==> src/rtl/apb_slave_regbank.sv <==
// apb_slave_regbank: APB completer with a word-addressed register bank.
// Responds to psel[SEL_IDX] and inserts WAIT_CYCLES wait states in every
// access phase.
// Optional feature macro: APB_SLAVE_ERR_EN. When defined, misaligned or
// out-of-window transfers complete with pslverr=1. When undefined, pslverr
// is tied low, misaligned addresses use the word index, and out-of-window
// accesses are silently dropped (writes) or read back as 0.

module apb_slave_regbank #(
  parameter int          SEL_IDX     = 0,
  parameter logic [31:0] BASE_ADDR   = 32'h8000_0000,
  parameter int          DEPTH       = 16,
  parameter int          WAIT_CYCLES = 0
) (
  input  logic        hclk,
  input  logic        hresetn,
  input  logic [2:0]  psel,
  input  logic        penable,
  input  logic        pwrite,
  input  logic [31:0] paddr,
  input  logic [31:0] pwdata,
  output logic [31:0] pr_data,
  output logic        pready,
  output logic        pslverr
);

  localparam int          IDX_W     = $clog2(DEPTH);
  localparam logic [31:0] WIN_BYTES = 32'(4 * DEPTH);
  localparam logic [3:0]  WAIT_INIT = 4'(WAIT_CYCLES);
  localparam logic [1:0]  SEL_BIT   = 2'(SEL_IDX);

  typedef enum logic {
    ST_IDLE,
    ST_ACCESS
  } state_e;

  state_e           state_q, state_d;
  logic [3:0]       cnt_q, cnt_d;
  logic             err_q, err_d;
  logic             pready_q, pready_d;
  logic             pslverr_q, pslverr_d;
  logic [31:0]      pr_data_q, pr_data_d;
  logic [31:0]      mem_q [DEPTH];

  logic             sel;
  logic [31:0]      offset;
  logic             in_range;
  logic [IDX_W-1:0] index;
  logic             decode_err;
  logic             wr_en;
  logic             unused_psel;

  // Only one select bit belongs to this completer; the rest are deliberately ignored.
  assign unused_psel = ^psel;
  assign sel         = psel[SEL_BIT];

  // Addresses below the base wrap to huge offsets and fall out of the window.
  assign offset   = paddr - BASE_ADDR;
  assign in_range = (offset < WIN_BYTES);
  assign index    = paddr[IDX_W+1:2];

`ifdef APB_SLAVE_ERR_EN
  assign decode_err = (paddr[1:0] != 2'b00) || !in_range;
`else
  assign decode_err = !in_range;
`endif

  // Next-state logic: setup capture, wait-state countdown, completion and abort.
  always_comb begin
    state_d   = state_q;
    cnt_d     = cnt_q;
    err_d     = err_q;
    pr_data_d = pr_data_q;
    wr_en     = 1'b0;
    case (state_q)
      ST_IDLE: begin
        if (sel && !penable) begin
          state_d = ST_ACCESS;
          cnt_d   = WAIT_INIT;
          err_d   = decode_err;
          if (!pwrite) begin
            pr_data_d = decode_err ? 32'h0 : mem_q[index];
          end
        end
      end
      ST_ACCESS: begin
        if (!sel || !penable) begin
          state_d = ST_IDLE;
          cnt_d   = 4'd0;
        end else if (cnt_q != 4'd0) begin
          cnt_d = cnt_q - 4'd1;
        end else begin
          wr_en   = pwrite && !err_q;
          state_d = ST_IDLE;
        end
      end
      default: begin
        state_d = ST_IDLE;
        cnt_d   = 4'd0;
      end
    endcase
    pready_d = (state_d == ST_ACCESS) && (cnt_d == 4'd0);
`ifdef APB_SLAVE_ERR_EN
    pslverr_d = pready_d && err_d;
`else
    pslverr_d = 1'b0;
`endif
  end

  // Control and response registers; an asynchronous reset drops any transfer in flight.
  always_ff @(posedge hclk or negedge hresetn) begin
    if (!hresetn) begin
      state_q   <= ST_IDLE;
      cnt_q     <= 4'd0;
      err_q     <= 1'b0;
      pready_q  <= 1'b0;
      pslverr_q <= 1'b0;
      pr_data_q <= 32'h0;
    end else begin
      state_q   <= state_d;
      cnt_q     <= cnt_d;
      err_q     <= err_d;
      pready_q  <= pready_d;
      pslverr_q <= pslverr_d;
      pr_data_q <= pr_data_d;
    end
  end

  // Register bank: written only on an error-free write completion edge.
  always_ff @(posedge hclk or negedge hresetn) begin
    if (!hresetn) begin
      for (int i = 0; i < DEPTH; i++) begin
        mem_q[i] <= 32'h0;
      end
    end else if (wr_en) begin
      mem_q[index] <= pwdata;
    end
  end

  assign pr_data = pr_data_q;
  assign pready  = pready_q;
  assign pslverr = pslverr_q;

endmodule

==> config.mk <==
export PLATFORM = sky130hd
export DESIGN_NAME = apb_slave_regbank
export DESIGN_NICKNAME = d
export VERILOG_FILES = /design/src/rtl/apb_slave_regbank.sv
export SDC_FILE = /design/constraint.sdc
export NUM_CORES = 1
export LEC_CHECK = 0
export ABC_AREA = 0
export CAP_MARGIN = 0
export CORE_UTILIZATION = 55
export CTS_CLUSTER_DIAMETER = 40
export CTS_CLUSTER_SIZE = 25
export DETAILED_ROUTE_END_ITERATION = 6
export PLACE_DENSITY = 0.73
export SYNTH_ARGS = -nofsm -noshare
export SYNTH_HDL_FRONTEND = slang
export SYNTH_SLANG_ARGS = --single-unit
==> constraint.sdc <==
create_clock -name hclk -period 2.25 [get_ports hclk]
set_input_delay 0.45 -clock hclk [delete_from_list [all_inputs] [get_ports hclk]]
set_output_delay 0.45 -clock hclk [all_outputs]
set_load 0.01 [all_outputs]
Yosys cells after proc, flatten, opt, wreduce, memory -nomap -nowiden
Cells that the tools add are included.
{"block": "totals", "register_bits": 551, "input_bits": 71, "output_inout_bits": 34, "elab_cells": 60}
{"block": "op_classes", "add_sub_neg": 2, "magnitude_cmp": 3, "n_mux": 18, "n_bitwise": 3, "reduce_logical": 13}
{"operator": "$bwmux 512", "n": 1}
{"operator": "$bmux 32 s4", "n": 1}
{"operator": "$demux 32 s4", "n": 1}
{"operator": "$mux 32", "n": 4}
{"operator": "$lt 32x7->1 const B", "n": 1}
{"operator": "$sub 32x32->32 const B", "n": 1}
{"operator": "$mux 4", "n": 3}
{"operator": "$pmux 4 s2", "n": 1}
{"operator": "$mux 1", "n": 6}
{"operator": "$ge 5x5->1 const B", "n": 1}
{"operator": "$lt 5x1->1 const B", "n": 1}
{"operator": "$not 4->5", "n": 1}
{"operator": "$logic_and 1x1->1", "n": 4}
{"operator": "$logic_not 1->1", "n": 4}
{"operator": "$logic_not 4->1", "n": 1}
{"operator": "$reduce_bool 4->1", "n": 1}
{"operator": "$sub 4x1->4 const B", "n": 1}
{"operator": "$reduce_and 3->1", "n": 1}
{"operator": "$not 1->1", "n": 2}
{"operator": "$pmux 1 s2", "n": 1}
{"operator": "$reduce_and 2->1", "n": 1}
{"operator": "$logic_or 1x1->1", "n": 1}

Depth between registers and ports, before layout
Gate-level depths: netlist of run 1.
{"block": "depth", "word_depth": 6, "ltp_mapped": 8, "depth_no_buf": 6}

Worst setup path before layout of run 1
Ideal clock, no wire load.
{"block": "synth_timing", "kind": "input -> register", "start": "in paddr[2]", "end": "reg pr_data_q[0], in the netlist pr_data[0]", "setup_ns": 0.121, "t_arrival_ns": 2.133, "required_time_ns": 2.129, "path_slack_ns": -0.004, "stages": 6, "n_path_buf": 2, "cell_sequence": "clkbuf_1 -> buf_1 -> mux4_2 -> a22oi_1 -> nand2_1 -> a22o_1"}
{"block": "synth_between", "elab_chain_len": 5, "elab_cells_between_ends": 7, "classes_between": "add/sub: 1; order compare: 1; mux: 4; bitwise: 1"}
{"item": "start, declared", "line": "20", "text": "input logic [31:0] paddr,"}
{"item": "parallel branches: the longest is 4 deep, another holds $sub 32x32->32"}
{"item": "$mux 32 (*)", "line": "82", "text": "pr_data_d = decode_err ? 32'h0 : mem_q[index];"}
{"item": "end signal, assigned", "line": "125", "text": "pr_data_q <= pr_data_d;"}
{"item": "end, declared", "line": "42", "text": "logic [31:0] pr_data_q, pr_data_d;"}
Mark *: on every way between the ends. The select of a mux whose other input is x is not followed.
A chain may end at the register's enable or synchronous reset.

Final worst setup path of run 1
{"block": "layout_timing", "start": "reg cnt_q[1]", "end": "reg mem_q[384] (netlist name)"}
{"block": "layout_between", "elab_chain_len": 4}
{"item": "start, declared", "line": "38", "text": "logic [3:0] cnt_q, cnt_d;"}
{"item": "start signal, assigned", "line": "121", "text": "cnt_q <= cnt_d;"}
{"item": "$reduce_bool 4->1", "line": "90", "text": "end else if (cnt_q != 4'd0) begin"}
{"item": "$mux 1", "line": "90"}
{"item": "$mux 1", "line": "87", "text": "if (!sel || !penable) begin"}
{"item": "$mux 1", "line": "75", "text": "case (state_q)"}
{"item": "end signal, assigned by index", "line": "136", "text": "mem_q[index] <= pwdata;"}
{"item": "end, declared", "line": "43", "text": "logic [31:0] mem_q [DEPTH];"}
No other way between the ends.

==> results of run 1 <==
timing repair:
item,in CTS,in global routing
endpoints found under the hold margin,36,0
gates resized for setup,87,358
gates cloned,17,19
buffers inserted,21,11
pin swaps,12,13
endpoints found under the setup margin,512,512
hold buffers,1,0
registers in the layout, indices dropped and copies added (netlist names):
signal and flops:
mem_q 512, pr_data 32, cnt_q 4, err_q 1, pready 1, state_q 1
metrics by stage:
stage | worst slack (ns) | hold WS (ns) | total power (µW) | std cells
floorplan | 0.000546 | 0.154 | 10500 | 1527
global placement | -0.487 | 0.463 | 11200 | 2196
detailed placement | -0.488 | 0.466 | 11200 | 2196
CTS | -0.125 | 0.420 | 24000 | 2378
global route | -0.247 | 0.423 | 24500 | 2399
finish | -0.176 | 0.391 | 23900 | 2399
worst paths after layout:
check / from / end / slack [ns] / cells past startpoint
worst max-delay path: cnt_q[1] / mem_q[384] / -0.18 / 10
worst min-delay path: hresetn / mem_q[367] / 0.39 / 2
worst max register to register: cnt_q[1] / mem_q[384] / -0.18 / 10
worst min register to register: mem_q[291] / mem_q[291] / 0.48 / 1
max in group asynchronous: hresetn / mem_q[62] / 1.07 / 3
min in group hclk: mem_q[291] / mem_q[291] / 0.48 / 1
per-layer routing:
metal / global-route usage / up-vias / share of wire
met4: 0.106 / 2 / 0.045
met1: 0.409 / 8354 / 0.40
met3: 0.0521 / 191 / 0.073
met2: 0.496 / 623 / 0.48
met5: 0 / - / 0.00014
li1: - / 6213 / -
power by group:
part           leakage [µW]  switching (µW)  internal (µW)  total, µW
clock               0.00134            4870           7990      12900
sequential          0.00769            22.6           9950       9980
combinational       0.00662             674            425       1100
cells in the mapped netlist (all sizes together), types with 2 or more instances:
cell type / number / area [µm²]
clkbuf: 65 / 244
dfrtp: 551 / 13800
nor3b: 2 / 20.0
mux2: 512 / 5770
o2bb2ai: 2 / 17.5
mux4: 128 / 2880
nand4: 2 / 12.5
a22oi: 64 / 480
inv: 2 / 7.51
nand2: 37 / 139
nor4: 8 / 71.3
o22ai: 3 / 18.8
nand3: 5 / 25.0
buf: 71 / 363
nor4b: 2 / 32.5
nand2b: 6 / 37.5
nor2: 5 / 18.8
nor2b: 5 / 31.3
nor3: 13 / 110
a22o: 32 / 280
logic make-up after synthesis:
logic type                 count (synthesis)
buffers and inverters                    138
DFF                                      551
AOI/OAI and AO/OA                        106
and+or+nand+nor                           90
adders and majority gates                  1
other                                      1
muxes                                    640
area by class of cell:
cell class	count	area, µm²
clock buffers	86	2050
clock inverters	57	696
fillers	2417	10800
inverters	2	7.51
multi-input cells	838	11500
flip-flops and latches	551	13800
well taps	585	732
repair buffers	280	3880
==> metrics.md, run 1 <==
| Metric | Value |
|---|---|
| Highest Clock Rate | 0.412 GHz |
| Sequential share of the synthesized area | 0.564 |
| Die Ht | between 200 and 250 µm |
| Initial antenna violation count | 1 |
| Total track usage | 0.302 |
| Peak VDD IR | between 600 and 700 µV |
| Synth cell types | 40 |
| Slew margin rel. | 0.502 |
| Failing checks | negative setup slack |
| Post-route ant nets | 0 |
| Max cap viols | 0 |
| Pwr/cell area | roughly 730 nW/µm² |
| Clock root cell | clkbuf_16 |
| Die width | approximately 210 µm |
| Total gr overflow | 0 |
| CTS max path bufs | 3 |
| Final wirelength | roughly 74,000 µm |
| Final WS setup | -0.176 ns |
| Worst path required time | around 2.7 ns |
| Post-Syn Instances | 1,527 |
| Vias/cell | 6.41 |
| DRC | 0 |
| Xor/xnor share of the synthesized area | 0 |
| Rows | 76 |
| Register bit total from synthesis | about 550 |
| Die area | ~45,000 µm² |
| # H-tree levels | 3 |
| Setup Skew | 0.0354 ns |
| Synth Area in Adders | 0.000512 |
| Finished Core Util | 0.752 |
| Peak per-stage delay on the critical path | 0.38 ns |
| First drt pass iteration count | 5 |
| Global-route wire length before repair | 100,000 µm |
| CTS tree | yes |
| Critical Path AT | about 2.9 ns |
| Warnings, synthesis | 0 |
| Worst skew pair latency | between 0.6 and 0.7 ns |
| Commonest cells after routing, fill and taps aside | 551 x dfrtp_1, 357 x mux2_4, 128 x mux4_2 |
| Main combinational cell family by area after synthesis | multiplexers |
| Setup crit end kind | register |
| CTS buffer count | 77 |
| Antenna Cells | 0 |
| Placed Area | around 27,000 µm² |
| Critical path type | reg -> reg |
| Vias in the first global route | ~16,000 |
| EDFF count, synth | 0 |
| Min Clock Period, post-route | ~2.4 ns |
| Post-Syn Area | ~24,000 µm² |
| Worst min path class | in -> async |
| Ports | between 100 and 150 |
| Clock slew at reported path FFs | around 0.060 ns |
| Vias post-DR | between 15,000 and 20,000 |
| RSZ-0062 raised after global routing | yes |
| Synth Area in Compound Gates | 0.0342 |
| Post-synth top flop | dfrtp_1 |
| Layout cells sized above 1 | 0.503 |
| Final setup TNS | -28.75 ns |
| Routability cong. | between 0.8 and 0.9 |
| Ys async rst share | 1.00 |
| Syn avg cell area | approximately 16 µm² |
| Most common cell after layout, fill and taps aside | dfrtp_1 |
| Post-Syn Nets | 1,599 |
| Crit share post-route | 1.08 |
| Mux contribution to synthesized area | 0.354 |
| Worst-path fanout max | 7 |
| Pleak | between 0.015 and 0.02 µW |
| Status | complete, but fails checks |
| Wirelength per Cell | 30.6 µm |
| WP buf/inv | 5 |
| Final hold violations | 0 |
| CP max stage cell | dfrtp_1 |
| Worst slew pin tran | 0.744 ns |
| I/O Buffers | just under 100 |
| Simple-gate share of the synthesized area | 0.0219 |
| Syn-to-layout area delta | 33.8% |
| Largest net degree at the start of global routing | 61 |
| Top delay family on crit path | buffers and inverters |
| CP Launch Type | register |
| DR iter-0 viols | approximately 1,300 |
| Initial Utilization | 0.562 |
| Nets | 1,822 |
| Post-DP HPWL | between 30,000 and 40,000 µm |
| Final setup viols | 438 |
| Final Instance Area | roughly 33,000 µm² |
| Final Slew Violations | 0 |
| Clock sink count | roughly 550 |
| Core area | 43,500 µm² |
| Critical path, cell by cell | inv_2 -> ha_4 -> nor3b_4 -> nand4b_1 -> buf_6 -> buf_12 -> nor4_4 -> buf_4 -> clkbuf_16 -> mux2_4 |
Note: power is estimated with default switching activity, not from simulation.
==> inputs of run 2 (changes only) <==
--- a/config.mk
+++ b/config.mk
@@ -11,6 +11,7 @@
 export CTS_CLUSTER_DIAMETER = 40
 export CTS_CLUSTER_SIZE = 25
 export DETAILED_ROUTE_END_ITERATION = 6
+export GPL_TIMING_DRIVEN = 0
 export PLACE_DENSITY = 0.73
 export SYNTH_ARGS = -nofsm -noshare
 export SYNTH_HDL_FRONTEND = slang
==> run 2 against run 1 <==
Effect of this change:
- non-clock buffer count is 77 higher
- combinational power is 5% lower
- register-to-register slack worse by 0.07 ns
- sequential cell count stayed put
- clock-buffer cell count is 6 higher
- global-route usage is 2.6 points higher
- largest power group unchanged
- highest routed layer unchanged
- critical path type unchanged
- the run still ends with negative setup slack left
==> metrics.md, run 2 (synthesis gave the netlist of run 1 again) <==
| Metric | Value |
|---|---|
| Layout cells sized above 1 | 0.526 |
| Final WS setup | -0.241 ns |
| Final Slew Violations | 0 |
| Core area | 43,500 µm² |
| Final Instance Area | between 30,000 and 40,000 µm² |
| Placed cell count | approximately 2,200 |
| Rows | 76 |
| Routability cong. | 0.831 |
| WL met2 | 38,100 µm |
| DR iter-0 viols | 1,693 |
| Initial antenna violation count | 2 |
| CTS max path bufs | 3 |
| I/O Buffers | 96 |
| Syn-to-layout area delta | 36.6% |
| Slew margin rel. | 0.378 |
| Post-route ant nets | 0 |
| Finished Layout Cells | roughly 2,500 |
| Post-DP HPWL | ~38,000 µm |
| WP buf/inv | 6 |
| Peak per-stage delay on the critical path | just under 0.4 ns |
| Placed Area | between 20,000 and 30,000 µm² |
| Top delay family on crit path | buffers and inverters |
| Worst path required time | 2.74 ns |
| Critical Path AT | 2.99 ns |
| Setup crit end kind | register |
| Met1 Wirelength | a little over 30,000 µm |
| Largest net degree at the start of global routing | ~130 |
| Initial Utilization | 0.562 |
| Die area | about 45,000 µm² |
| Pleak | between 0.015 and 0.02 µW |
| Worst skew pair latency | a little over 0.6 ns |
| Clock root cell | clkbuf_16 |
| Most used cell, CP | buf_12 |
| Die Ht | roughly 210 µm |
| Clock sink count | roughly 550 |
| Most common cell after layout, fill and taps aside | dfrtp_1 |
| Worst-path fanout max | 10 |
| Total track usage | 0.328 |
| Ports | roughly 110 |
| Biggest register | mem_q |
| Nets | between 1,500 and 2,000 |
| Number of flip-flops in the largest register | a little over 500 |
| Vias in the first global route | roughly 17,000 |
| Final hold violations | 0 |
| Final wirelength | between 80,000 and 90,000 µm |
| Vias/cell | 6.65 |
| Peak VDD IR | between 600 and 700 µV |
| CP max stage cell | dfrtp_1 |
| DR top layer | met5 |
| Min Clock Period, post-route | approximately 2.5 ns |
| Critical path type | reg -> reg |
| Setup Skew | ~0.019 ns |
| Final setup viols | ~490 |
| Vias post-DR | roughly 16,000 |
| CTS tree | yes |
| Global-route wire length before repair | 107,000 µm |
| Crit share post-route | 1.11 |
| Pwr/cell area | 707 nW/µm² |
| Die width | approximately 210 µm |
| Total gr overflow | 0 |
| Max cap viols | 0 |
| Worst slew pin tran | approximately 0.93 ns |
| CP Launch Type | register |
| Commonest cells after routing, fill and taps aside | 551 x dfrtp_1, 370 x mux2_4, 128 x mux4_2 |
| Worst min path class | in -> async |
| CTS buffer count | 76 |
| Failing checks | negative setup slack |
| # H-tree levels | 3 |
| Clock slew at reported path FFs | 0.06 ns |
| Met3 wire length | about 7400 µm |
| Wirelength per Cell | around 33 µm |
| Highest Clock Rate | between 0.4 and 0.5 GHz |
| Status | complete, but fails checks |
| DRC | 0 |
| RSZ-0062 raised after global routing | yes |
| Critical path, cell by cell | inv_2 -> ha_4 -> nor3b_4 -> nand4b_1 -> buf_6 -> buf_12 -> nor4_4 -> buf_4 -> buf_8 -> buf_12 -> mux2_2 |
| First drt pass iteration count | 7 |
[run 2: cell types whose count changed in the layout (fill, tap and decap cells not counted), sizes merged]
| cell | before | now |
|---|---|---|
| diode | 0 | 2 |
| inv | 21 | 15 |
| clkdlybuf4s50 | 96 | 95 |
| clkinv | 19 | 20 |
| clkbuf | 105 | 179 |
| buf | 164 | 174 |
| bufinv | 11 | 8 |
| clkinvlp | 8 | 7 |
[run 2: layout make-up]
| type | count | area, µm² |
|---|---|---|
| inverter | 2 | 7.51 |
| buffer | 133 | 1380 |
| multi-input combinational | 838 | 11600 |
| antenna | 2 | 5.00 |
| clock buffer | 92 | 2070 |
| tap | 585 | 732 |
| sequential | 551 | 13800 |
| clock inverter | 48 | 572 |
| timing repair buffer | 224 | 3250 |
| fill | 2264 | 10100 |
[run 2: power by group]
group          switching [µW]  leakage [µW]  total, µW  internal (µW)
clock                    4970       0.00128      12600           7630
combinational             703       0.00706       1050            343
sequential               24.9       0.00769       9980           9950
[run 2: final timing paths]
kind	start	end	slack, ns	cells after the start
setup / recovery	cnt_q[1]	mem_q[424]	-0.24	11
hold / removal	hresetn	mem_q[304]	0.43	2
setup reg to reg	cnt_q[1]	mem_q[424]	-0.24	11
hold reg to reg	mem_q[100]	mem_q[100]	0.49	1
max in group asynchronous	hresetn	mem_q[416]	0.36	4
min in group hclk	mem_q[100]	mem_q[100]	0.49	1
[run 2: routing by layer]
layer,global-route usage,vias to the layer above
met5,0,-
met4,0.171,2
met3,0.0587,327
met2,0.517,987
met1,0.438,8772
li1,-,6361
[run 2: what timing repair did]
action / 4_1_cts / 5_1_grt
setup buffers: 59 / 26
pin swaps: 13 / 7
setup endpoints to repair: 544 / 704
endpoints found under the hold margin: 70 / 0
hold buffers: 1 / 0
cloned: 22 / 23
gates resized for setup: 409 / 322
[run 2: through the flow]
stage / TNS, ns / total power, µW / setup WS (ns) / util / hold slack, ns
after floorplan: 0 / 10500 / 0.000546 / - / 0.154
after global placement: - / 11100 / -22.76 / 0.601 / 0.462
after detailed placement: -481.37 / 11100 / -1.44 / 0.604 / 0.468
after CTS: -21.47 / 23400 / -0.121 / 0.727 / 0.431
after global routing: -79.55 / 24100 / -0.295 / 0.768 / 0.471
final: -46.53 / 23600 / -0.241 / 0.768 / 0.431
==> inputs of run 3 (changes only) <==
--- a/config.mk
+++ b/config.mk
@@ -12,7 +12,7 @@
 export CTS_CLUSTER_SIZE = 25
 export DETAILED_ROUTE_END_ITERATION = 6
 export GPL_TIMING_DRIVEN = 0
-export PLACE_DENSITY = 0.73
+export PLACE_DENSITY_LB_ADDON = 0.1
 export SYNTH_ARGS = -nofsm -noshare
 export SYNTH_HDL_FRONTEND = slang
 export SYNTH_SLANG_ARGS = --single-unit
==> run 3 against run 2 <==
Effect of this change:
- the run ends with negative hold slack, negative setup slack left
- critical path depth is 2 higher
- core utilization increased by 1.4 points
- final area grew 1.8%
- final cell count is 0.73% higher
- non-clock buffer count grew 9
- highest routed layer unchanged
- clock-buffer cell count grew 4
- largest cell class unchanged
==> metrics.md, run 3 (synthesis gave the netlist of run 1 again) <==
| Metric | Value |
|---|---|
| Status | complete, but fails checks |
| Failing checks | negative hold slack, negative setup slack |
| Die area | between 40,000 and 50,000 µm² |
| Switching share of power | 0.238 |
| RSZ-0062 raised after global routing | yes |
| Worst skew pair latency | around 0.62 ns |
| First drt pass iteration count | 5 |
| Clock slew at reported path FFs | about 0.060 ns |
| Layout cells sized above 1 | 0.539 |
| Combinational share of power | 0.043 |
| Most used cell, CP | buf_6 |
| Finished Core Util | 0.782 |
| Clock sink count | between 500 and 600 |
| Fillcell total | roughly 2,200 |
| I/O Buffers | 96 |
| Cells on worst reg2reg path | 13 |
| Die width | around 210 µm |
| Post-DP HPWL | ~38,000 µm |
| DRC | 0 |
| Peak VDD IR | approximately 800 µV |
| Crit share post-route | 1.16 |
| Nets | ~1,900 |
| Worst min path class | in -> async |
| Commonest cells after routing, fill and taps aside | 551 x dfrtp_1, 454 x mux2_4, 128 x mux4_2 |
| Most common cell after layout, fill and taps aside | dfrtp_1 |
| Sw Pwr | 5830 µW |
| Worst-path fanout max | 5 |
| Number of flip-flops in the largest register | between 500 and 600 |
| RR Startpoint | cnt_q[1] |
| Biggest register | mem_q |
| Routability cong. | slightly below 0.8 |
| Worst path required time | 2.74 ns |
| Global-route wire length before repair | roughly 110,000 µm |
| Rows | 76 |
| Wirelength per Cell | roughly 33 µm |
| Die Ht | around 210 µm |
| Reg-to-reg setup timing slack | -0.36 ns |
| Initial antenna violation count | 2 |
| Highest Clock Rate | roughly 0.38 GHz |
| Ports | about 110 |
| Total track usage | 0.336 |
| DR iter-0 viols | ~1,400 |
| Total gr overflow | 0 |
| CP Launch Type | register |
| Pwr/cell area | just over 700 nW/µm² |
| Slew margin rel. | 0.326 |
| Peak per-stage delay on the critical path | between 0.3 and 0.4 ns |
| Final hold violations | 77 |
| CTS max path bufs | 3 |
| Critical path, cell by cell | inv_2 -> ha_4 -> buf_6 -> nor3b_4 -> nand4b_1 -> buf_6 -> buf_6 -> nor4_4 -> buf_6 -> buf_12 -> buf_12 -> buf_12 -> mux2_4 |
| Final setup viols | between 500 and 600 |
| Hold WS | -0.181 ns |
| Setup Skew | ~0.025 ns |
| P_int | roughly 19,000 µW |
| CTS buffer count | 80 |
| Final Slew Violations | 0 |
| Largest net degree at the start of global routing | ~130 |
| Critical path type | reg -> reg |
| CP max stage cell | dfrtp_1 |
| Vias in the first global route | about 17,000 |
| Clock root cell | clkbuf_16 |
| Vias/cell | between 6 and 7 |
| Post-route ant nets | 0 |
| Max cap viols | 0 |
| Core area | roughly 43,000 µm² |
| Pleak | approximately 0.016 µW |
| Vias post-DR | around 16,000 |
| R2r endpoint | mem_q[410] |
| Final WS setup | -0.360 ns |
| Initial Utilization | 0.562 |
| Sequential power share | 0.408 |
| Clk pwr share | 0.549 |
| Final wirelength | roughly 81,000 µm |
| Worst slew pin tran | approximately 1 ns |
| Min Clock Period, post-route | roughly 2.6 ns |
| CTS tree | yes |
| Critical Path AT | about 3.1 ns |
| # H-tree levels | 3 |
| Setup crit end kind | register |
| Critical Path Source | cnt_q[1] |
| Final setup TNS | -88.83 ns |
| Syn-to-layout area delta | 39.1% |
==> run 3: cell types whose count changed in the layout (fill, tap and decap cells not counted), moves of 5 or more <==
cell | before | now
mux2_4 | 370 | 454
mux2_2 | 126 | 57
mux2_1 | 16 | 1
buf_4 | 34 | 21
buf_6 | 29 | 41
buf_12 | 73 | 84
buf_16 | 23 | 15
clkbuf_2 | 5 | 12
buf_8 | 5 | 10
clkbuf_4 | 13 | 8
==> run 3: worst max path at each step <==
stage,end,cells past startpoint
floorplan,mem_q[417],8
global placement,pr_data[28],1
detailed placement,pr_data[1],6
CTS,mem_q[489],10
global route,mem_q[410],13
finish,mem_q[410],13
==> run 3: final cells by class <==
type,count,area (µm²),share of cell area
Antenna cell,2,5.00,0.000147
Timing Repair Buffer,242,3540,0.104
Tap cell,585,732,0.0215
Clock buffer,96,2180,0.0640
Multi-Input combinational cell,838,11900,0.350
Clock inverter,53,679,0.0200
Sequential cell,551,13800,0.406
Buffer,124,1170,0.0345
Inverter,2,7.51,0.000221
==> run 3: power by group through the flow <==
stage	sequential [µW]	clock, µW	combinational, µW
2_1_floorplan	10100	0	366
3_3_place_gp	10200	0	898
3_5_place_dp	10100	0	941
4_1_cts	9970	13300	983
5_1_grt	9970	13900	1120
6_report	9980	13400	1050
==> run 3: routing by layer <==
metal,GRT usage,vias to the layer above,routed length [µm],part of all wire
li1,-,6384,-,-
met1,0.459,8825,32700,0.40
met2,0.530,841,38100,0.47
met3,0.0632,259,6550,0.080
met4,0.142,2,4120,0.051
met5,0,-,14,0.00017
==> run 3: repair_timing <==
| item | 4_1_cts | 5_1_grt |
|---|---|---|
| endpoints found under the setup margin | 544 | 540 |
| gates resized for setup | 441 | 408 |
| gates cloned | 26 | 22 |
| hold endpoints to repair | 77 | 77 |
| pin swaps | 16 | 6 |
| buffers inserted | 80 | 34 |
==> run 3: worst max-delay path, delay by kind of cell, from the launching register on <==
kind / cells / cell delay (ns)
simple gates: 3 / 0.64
flops: 1 / 0.39
fa+ha+maj: 1 / 0.14
buf+inv: 8 / 1.01
mux: 1 / 0.31
==> run 3: through the flow <==
stage | power (µW) | area, µm² | setup WS, ns | std cells
2_1_floorplan | 10500 | 24400 | 0.000546 | 1527
3_3_place_gp | 11100 | 26100 | -22.99 | 2208
3_5_place_dp | 11100 | 26200 | -1.50 | 2212
4_1_cts | 24300 | 32200 | -0.213 | 2465
5_1_grt | 25000 | 34000 | -0.370 | 2492
6_report | 24400 | 34000 | -0.360 | 2493
